<file path="src/rtl/demux_1to4_buf.sv">
// Buffered 1-to-4 demultiplexer: one valid/ready input stream is steered by
// select_i into one of four independent DEPTH-entry FIFOs.
module demux_1to4_buf #(
  parameter int unsigned size  = 32,
  parameter int unsigned DEPTH = 2
) (
  input  logic                     clk_i,
  input  logic                     rst_i,
  input  logic [size-1:0]          data_i,
  input  logic [1:0]               select_i,
  input  logic                     valid_i,
  output logic                     ready_o,
  output logic [size-1:0]          data0_o,
  output logic [size-1:0]          data1_o,
  output logic [size-1:0]          data2_o,
  output logic [size-1:0]          data3_o,
  output logic                     valid0_o,
  output logic                     valid1_o,
  output logic                     valid2_o,
  output logic                     valid3_o,
  input  logic                     ready0_i,
  input  logic                     ready1_i,
  input  logic                     ready2_i,
  input  logic                     ready3_i,
  output logic [$clog2(DEPTH):0]   count0_o,
  output logic [$clog2(DEPTH):0]   count1_o,
  output logic [$clog2(DEPTH):0]   count2_o,
  output logic [$clog2(DEPTH):0]   count3_o
);

  localparam int unsigned PW = $clog2(DEPTH);
  localparam int unsigned CW = PW + 1;

  logic [size-1:0] r_mem    [4][DEPTH];
  logic [PW-1:0]   r_wr_ptr [4];
  logic [PW-1:0]   r_rd_ptr [4];
  logic [CW-1:0]   r_count  [4];

  logic [3:0] w_rdy;
  logic [3:0] w_valid;
  logic [3:0] w_push;
  logic [3:0] w_pop;

  assign w_rdy = {ready3_i, ready2_i, ready1_i, ready0_i};

  // A full channel still accepts when its head leaves in the same cycle.
  assign ready_o = rst_i & ((r_count[select_i] < CW'(DEPTH)) | w_rdy[select_i]);

  always_comb begin
    w_valid = '0;
    w_push  = '0;
    w_pop   = '0;
    for (int n = 0; n < 4; n++) begin
      w_valid[n] = (r_count[n] != '0);
      w_pop[n]   = w_valid[n] & w_rdy[n];
      w_push[n]  = valid_i & ready_o & (select_i == 2'(n));
    end
  end

  always_ff @(posedge clk_i or negedge rst_i) begin
    if (!rst_i) begin
      for (int n = 0; n < 4; n++) begin
        r_wr_ptr[n] <= '0;
        r_rd_ptr[n] <= '0;
        r_count[n]  <= '0;
        for (int e = 0; e < DEPTH; e++) begin
          r_mem[n][e] <= '0;
        end
      end
    end else begin
      for (int n = 0; n < 4; n++) begin
        if (w_push[n]) begin
          r_mem[n][r_wr_ptr[n]] <= data_i;
          r_wr_ptr[n]           <= r_wr_ptr[n] + PW'(1);
        end
        if (w_pop[n]) begin
          r_rd_ptr[n] <= r_rd_ptr[n] + PW'(1);
        end
        case ({w_push[n], w_pop[n]})
          2'b10:   r_count[n] <= r_count[n] + CW'(1);
          2'b01:   r_count[n] <= r_count[n] - CW'(1);
          default: r_count[n] <= r_count[n];
        endcase
      end
    end
  end

  assign data0_o  = r_mem[0][r_rd_ptr[0]];
  assign data1_o  = r_mem[1][r_rd_ptr[1]];
  assign data2_o  = r_mem[2][r_rd_ptr[2]];
  assign data3_o  = r_mem[3][r_rd_ptr[3]];
  assign valid0_o = w_valid[0];
  assign valid1_o = w_valid[1];
  assign valid2_o = w_valid[2];
  assign valid3_o = w_valid[3];
  assign count0_o = r_count[0];
  assign count1_o = r_count[1];
  assign count2_o = r_count[2];
  assign count3_o = r_count[3];

`ifndef SYNTHESIS
  // Simulation-only sanity: legal select while valid, occupancy bounded.
  always_ff @(posedge clk_i) begin
    if (rst_i) begin
      if (valid_i) begin
        assert (!$isunknown(select_i)) else $error("select_i unknown while valid_i=1");
      end
      for (int n = 0; n < 4; n++) begin
        assert (r_count[n] <= CW'(DEPTH)) else $error("channel %0d count above DEPTH", n);
      end
    end
  end
`endif

endmodule
</file>
<file path="config.mk">
export PLATFORM = sky130hd
export DESIGN_NAME = demux_1to4_buf
export DESIGN_NICKNAME = d
export VERILOG_FILES = /design/src/rtl/demux_1to4_buf.sv
export SDC_FILE = /design/constraint.sdc
export NUM_CORES = 1
export LEC_CHECK = 0
export BUFFER_PORTS_ARGS = -buffer_cell sky130_fd_sc_hd__buf_2
export CORE_ASPECT_RATIO = 0.7
export CORE_MARGIN = 2
export CORE_UTILIZATION = 57
export DETAILED_ROUTE_END_ITERATION = 10
export PLACE_DENSITY_LB_ADDON = 0.1
export SYNTH_ARGS = -nofsm -noshare
export SYNTH_HDL_FRONTEND = slang
export SYNTH_SLANG_ARGS = --single-unit
export TNS_END_PERCENT = 1
</file>
<file path="constraint.sdc">
create_clock -name clk_i -period 2.2 [get_ports clk_i]
set_clock_uncertainty 0.1 [all_clocks]
set_input_delay 0.44 -clock clk_i [delete_from_list [all_inputs] [get_ports clk_i]]
set_output_delay 0.44 -clock clk_i [all_outputs]
set_load 0.02 [all_outputs]
</file>
Word level (Yosys, flattened, before mapping)
Cells that the tools add are included.
Cells by class
  $add $sub $neg: 16
  multipliers: 0
  div/mod/pow operators: 0
  magnitude comparators: 15
  eq/ne operators: 11
  shifts and indexed selects: 0
  mux-type cells: 33
  bitwise logic cells: 20
  reductions and logical operators: 13
Operators by type and width (count)
  $mux 32: 16
  $bwmux 64: 4
  $demux 32 s1: 4
  $ge 2x2->1 const B: 8
  $not 1->2: 8
  $pmux 2 s2: 4
  $reduce_bool 2->1: 8
  $eq 2x2->1 const B: 6
  $and 1x1->1: 10
  $eq 2x1->1 const B: 5
  $add 1x1->1 const B: 8
  $add 2x1->2 const B: 4
  $lt 2x1->1 const B: 4
  $sub 2x1->2 const B: 4
  $bmux 2 s2: 1
  $logic_and 1x1->1: 4
  $mux 2: 2
  $ge 3x3->1 const B: 1
  $lt 2x3->1 const B: 1
  $not 2->3: 1
  $bmux 1 s2: 1
  $logic_not 2->1: 1
  $lt 2x2->1 const B: 1
  $mux 1: 1
  $or 1x1->1: 1
Storage, ports and cells
  bits in registers: 272
  bits in latches: 0
  RAM bits: 0
  bits in read-only memories: 0
  input bits: 41
  output and inout bits: 141
  memories kept: 0

Logic depth before layout (Yosys ltp)
  word-level depth: 11
  gate-level depth with buffers: 7
  depth with buffers taken out: 6

Worst setup path before layout
Ideal clock, no wire load.
  path type: input -> register
  from: input select_i[0]
  to: register r_mem[161] (netlist bit)
  arrival: 1.771 ns
  slack: 0.204 ns
  stages: 6
  cells stage by stage: buf_2 nand3_2 or4_1 buf_2 buf_6 mux2_4
Between the ends
  cells in the longest elaborated chain, start to end: 9
  elaborated cells between the ends (all ways): 12
  those cells by class: order compare: 1; eq/ne: 1; mux: 5; bitwise: 5
RTL lines
  from (decl): RTL line 10  | input logic [1:0] select_i,
  $not 2->3 (not written as such): RTL line 47  | assign ready_o = rst_i & ((r_count[select_i] < CW'(DEPTH)) | w_rdy[select_i]);
  $bmux 2 s2: RTL line 47
  $mux 2 (not written as such) (2 in a row): RTL line 47
  $lt 2x2->1: RTL line 47
  $or 1x1->1: RTL line 47
  $and 1x1->1: RTL line 47
  $and 1x1->1: RTL line 56  | w_push[n] = valid_i & ready_o & (select_i == 2'(n));
  $and 1x1->1 (*): RTL line 56
  to (signal, indexed assignment): RTL line 73  | r_mem[n][r_wr_ptr[n]] <= data_i;
  to (decl): RTL line 34  | logic [size-1:0] r_mem [4][DEPTH];
Mark *: on every way between the ends. The rest lies on a longest branch, timed or not. The select of a mux whose other input is x is not followed.
A chain may end at the register's enable or synchronous reset.

Final worst setup path
  from: register r_rd_ptr[2] (netlist bit)
  to: output data1_o[12]
Between the ends
  cells in the longest elaborated chain, start to end: 4
RTL lines
  from (decl): RTL line 36  | logic [PW-1:0] r_rd_ptr [4];
  from (signal, indexed assignment): RTL line 77  | r_rd_ptr[n] <= r_rd_ptr[n] + PW'(1);
  $not 1->2 (not written as such): RTL line 89  | assign data1_o = r_mem[1][r_rd_ptr[1]];
  $mux 32 (not written as such) (3 in a row): RTL line 89
  to (decl): RTL line 14  | output logic [size-1:0] data1_o,
No other way between the ends. The select of a mux whose other input is x is not followed.

==> results.md <==
- Status: complete, but fails checks
- Failing checks: negative hold slack, negative setup slack
- RSZ-0062 raised after global routing: yes
- CP bufs+invs: 2
- Reg power frac: 0.341
- Largest stage delay, worst path: around 0.53 ns
- Total GRT Usage: 0.260
- CP delay by family, top: flip-flops
- Peak ir drop on the vdd network: 1190 uV
- Clock Path Buffers: 3
- Startpoint Class: register
- CP max FO: 13
- Final Hold Vio Count: 23
- Starting Density: 0.582
- Chip Width: roughly 180 um
- Nets: between 1000 and 1500
- Yosys warning total: 0
- Crit-path cells: buf_12 -> mux2_2 -> buf_4
- LEAKAGE: 7.26 nW
- CTS clk-pin slew, worst paths: 0.07 ns
- Antenna-violating nets left: 0
- Sw Pwr: between 9 and 10 mW
- CTS HTree Levels: 1
- DRC errors left: 0
- Combinational share of power: 0.467
- Initial antenna violation count: 0
- Worst slew margin: 0.408
- Fin crit period: between 2 and 2.5 ns
- Vias in the first global route: 7738
- Mapped Cells: 762
- Syn_area_per_cell: ~16 um^2
- Max-slew violations: 0
- Post-synthesis sequential area ratio: 0.563
- Layout cells sized above 1: 0.680
- Gr ovfl total: 0
- Setup TNS: -4.02 ns
- Yosys reg bits: roughly 270
- DR iter-0 viols: 440
- N_diodes: 0
- Routed vias: roughly 7000
- Detail Placement HPWL: roughly 18000 um
- DP Cell Count: 1211
- Maximum clock frequency: approximately 440 MHz
- Slowest CP cell: dfrtp_4
- Die area: 22400 um^2
- Total clock sinks: ~270
- FILL cells: around 1400
- Number of CTS-inserted buffers: 26
- Syn Nets: around 800
- Required time of the worst setup path: approximately 1.7 ns
- Core area: slightly above 20000 um^2
- Root Driver: clkbuf_16
- DR vias/cell: 5.62
- Post-Layout Cell Count: 1264
- Reg area: slightly below 7000 um^2
- Crit share post-route: 1.03
- CTS tree: built
- Clock power frac: 0.192
- Synth cell types: 31
- First-pass GRT wire length: between 40000 and 50000 um
- Hold crit path type: in -> async
- Sw Share: 0.349
- Ports: ~180
- PD cells: ~1800 nW/um^2
- Final number of setup-violating endpoints: between 100 and 150
- Cell Area, Synth: about 12000 um^2
- Multi-input logic area: roughly 5200 um^2
- DR pass1 iterations: 5
- Arr. time, crit path: about 1.7 ns
- Routed WL per cell: around 23 um
- # rows: 44
- Routed WL: around 29000 um
- Port bufs: between 150 and 200
- Worst-margin pin slew: 0.888 ns
- Hold WS: -0.0763 ns
- Worst setup path category: reg -> out
- Area post-placement: 13500 um^2
- Largest net degree at the start of global routing: around 160
- Final WS setup: -0.0765 ns
- Cell area after layout: roughly 15000 um^2
- Max-Cap Viols: 0
- RePlAce Congestion: 0.793
- Internal power: 17.2 mW
- Crit. End Element: output pin
- P&R area growth vs syn: 24.5%
- Die height: 126 um
- Clk_lat worst skew: around 0.52 ns
flip-flops by register name, indices dropped and copies added, names as in the netlist:
register  cells
count0_o      2
r_mem       256
r_wr_ptr      4
count2_o      2
count1_o      2
r_rd_ptr      4
count3_o      2
power groups by stage:
stage,clock [mW],combinational [mW],sequential (mW)
final,5.08,12.4,9.03
after global routing,5.38,13.1,9.34
after CTS,5.16,11.6,8.95
after detailed placement,0,11.1,9.00
after global placement,0,10.8,8.78
after floorplan,0,7.78,8.55
area by class of cell:
type | instances | share of cell area
clock inverters | 12 | 0.0143
repair buffers | 222 | 0.109
flip-flops and latches | 272 | 0.453
clock buffers | 36 | 0.0518
well taps | 276 | 0.0230
multi-input cells | 446 | 0.348
synth_stat cells (all sizes together):
| library cell | instances | area, um^2 |
|---|---|---|
| and2 | 4 | 25.0 |
| buf | 23 | 150 |
| nor2b | 3 | 18.8 |
| dfrtp | 272 | 6810 |
| and3 | 1 | 6.26 |
| or4b | 1 | 10.0 |
| nand2 | 1 | 3.75 |
| nand4 | 2 | 12.5 |
| xor2 | 8 | 70.1 |
| nor2 | 5 | 18.8 |
| o311ai | 1 | 8.76 |
| nand2b | 1 | 6.26 |
| or3b | 1 | 8.76 |
| ha | 4 | 50.1 |
| a21oi | 1 | 5.00 |
| nand4bb | 1 | 11.3 |
| nand3 | 3 | 25.0 |
| mux2 | 385 | 4560 |
| clkbuf | 21 | 78.8 |
| or2 | 4 | 25.0 |
| nor4 | 1 | 12.5 |
| or4 | 1 | 7.51 |
| nor3 | 2 | 10.0 |
| xnor2 | 12 | 105 |
| nor4b | 2 | 30.0 |
| or3 | 2 | 12.5 |
path summary, 6_finish.rpt:
| check | cells past startpoint | from | to | slack (ns) |
|---|---|---|---|---|
| min in group clk_i | 2 | data_i[2] | r_mem[162] | 0.17 |
| max reg2reg | 4 | count2_o[1] | r_mem[85] | 0.16 |
| min | 2 | rst_i | r_mem[237] | -0.08 |
| max in group asynchronous | 3 | rst_i | r_mem[175] | 0.67 |
| min reg2reg | 1 | r_mem[109] | r_mem[109] | 0.40 |
| max | 3 | r_rd_ptr[2] | data1_o[12] | -0.08 |
per-layer routing:
layer | share of wire | track usage | up-vias
li1 | - | - | 3145
met1 | 0.48 | 0.391 | 3749
met2 | 0.45 | 0.393 | 173
met3 | 0.056 | 0.0631 | 35
met4 | 0.016 | 0.0463 | 0
met5 | 0 | 0 | -
timing repair:
item / in CTS / in global routing
setup buffers: 4 / 0
pin swaps: 1 / 1
endpoints found under the hold margin: 10 / 0
gates resized for setup: 46 / 88
setup endpoints to repair: 129 / 128
cloned: 0 / 1
hold buffers: 1 / 0
stage by stage:
stage	utilization	setup slack [ns]	total power, mW
2_1_floorplan	-	0.204	16.3
3_3_place_gp	0.652	0.0829	19.6
3_5_place_dp	0.652	0.0387	20.1
4_1_cts	0.709	-0.0995	25.7
5_1_grt	0.724	-0.121	27.8
6_report	0.724	-0.0765	26.5
layout by cell type, fill, tap and decap left out, types with 2 or more instances in the layout:
cell,count
clkbuf_16,28
xor2_1,8
bufinv_16,6
or2_2,4
mux2_2,290
clkinvlp_4,2
xnor2_1,12
mux2_4,93
buf_4,34
nand4_1,2
nor4b_4,2
dfrtp_1,268
clkbuf_8,7
nor2b_4,2
nand3_2,3
buf_2,132
dfrtp_2,3
mux2_1,2
buf_12,9
or3_1,2
nor2_1,5
ha_1,4
clkinv_2,4
and2_1,4
clkbuf_1,2
buf_6,44
cells by family after synthesis:
group	after synthesis	synth area share
AO/OA/AOI/OAI	2	0.00114
XOR/XNOR	20	0.0145
adder cells (fa/ha/maj)	4	0.00414
buffers and inverters	44	0.0190
flip-flops	272	0.563
multiplexers	385	0.378
AND/OR/NAND/NOR	35	0.0202
Power figures use the tool's default switching activity.
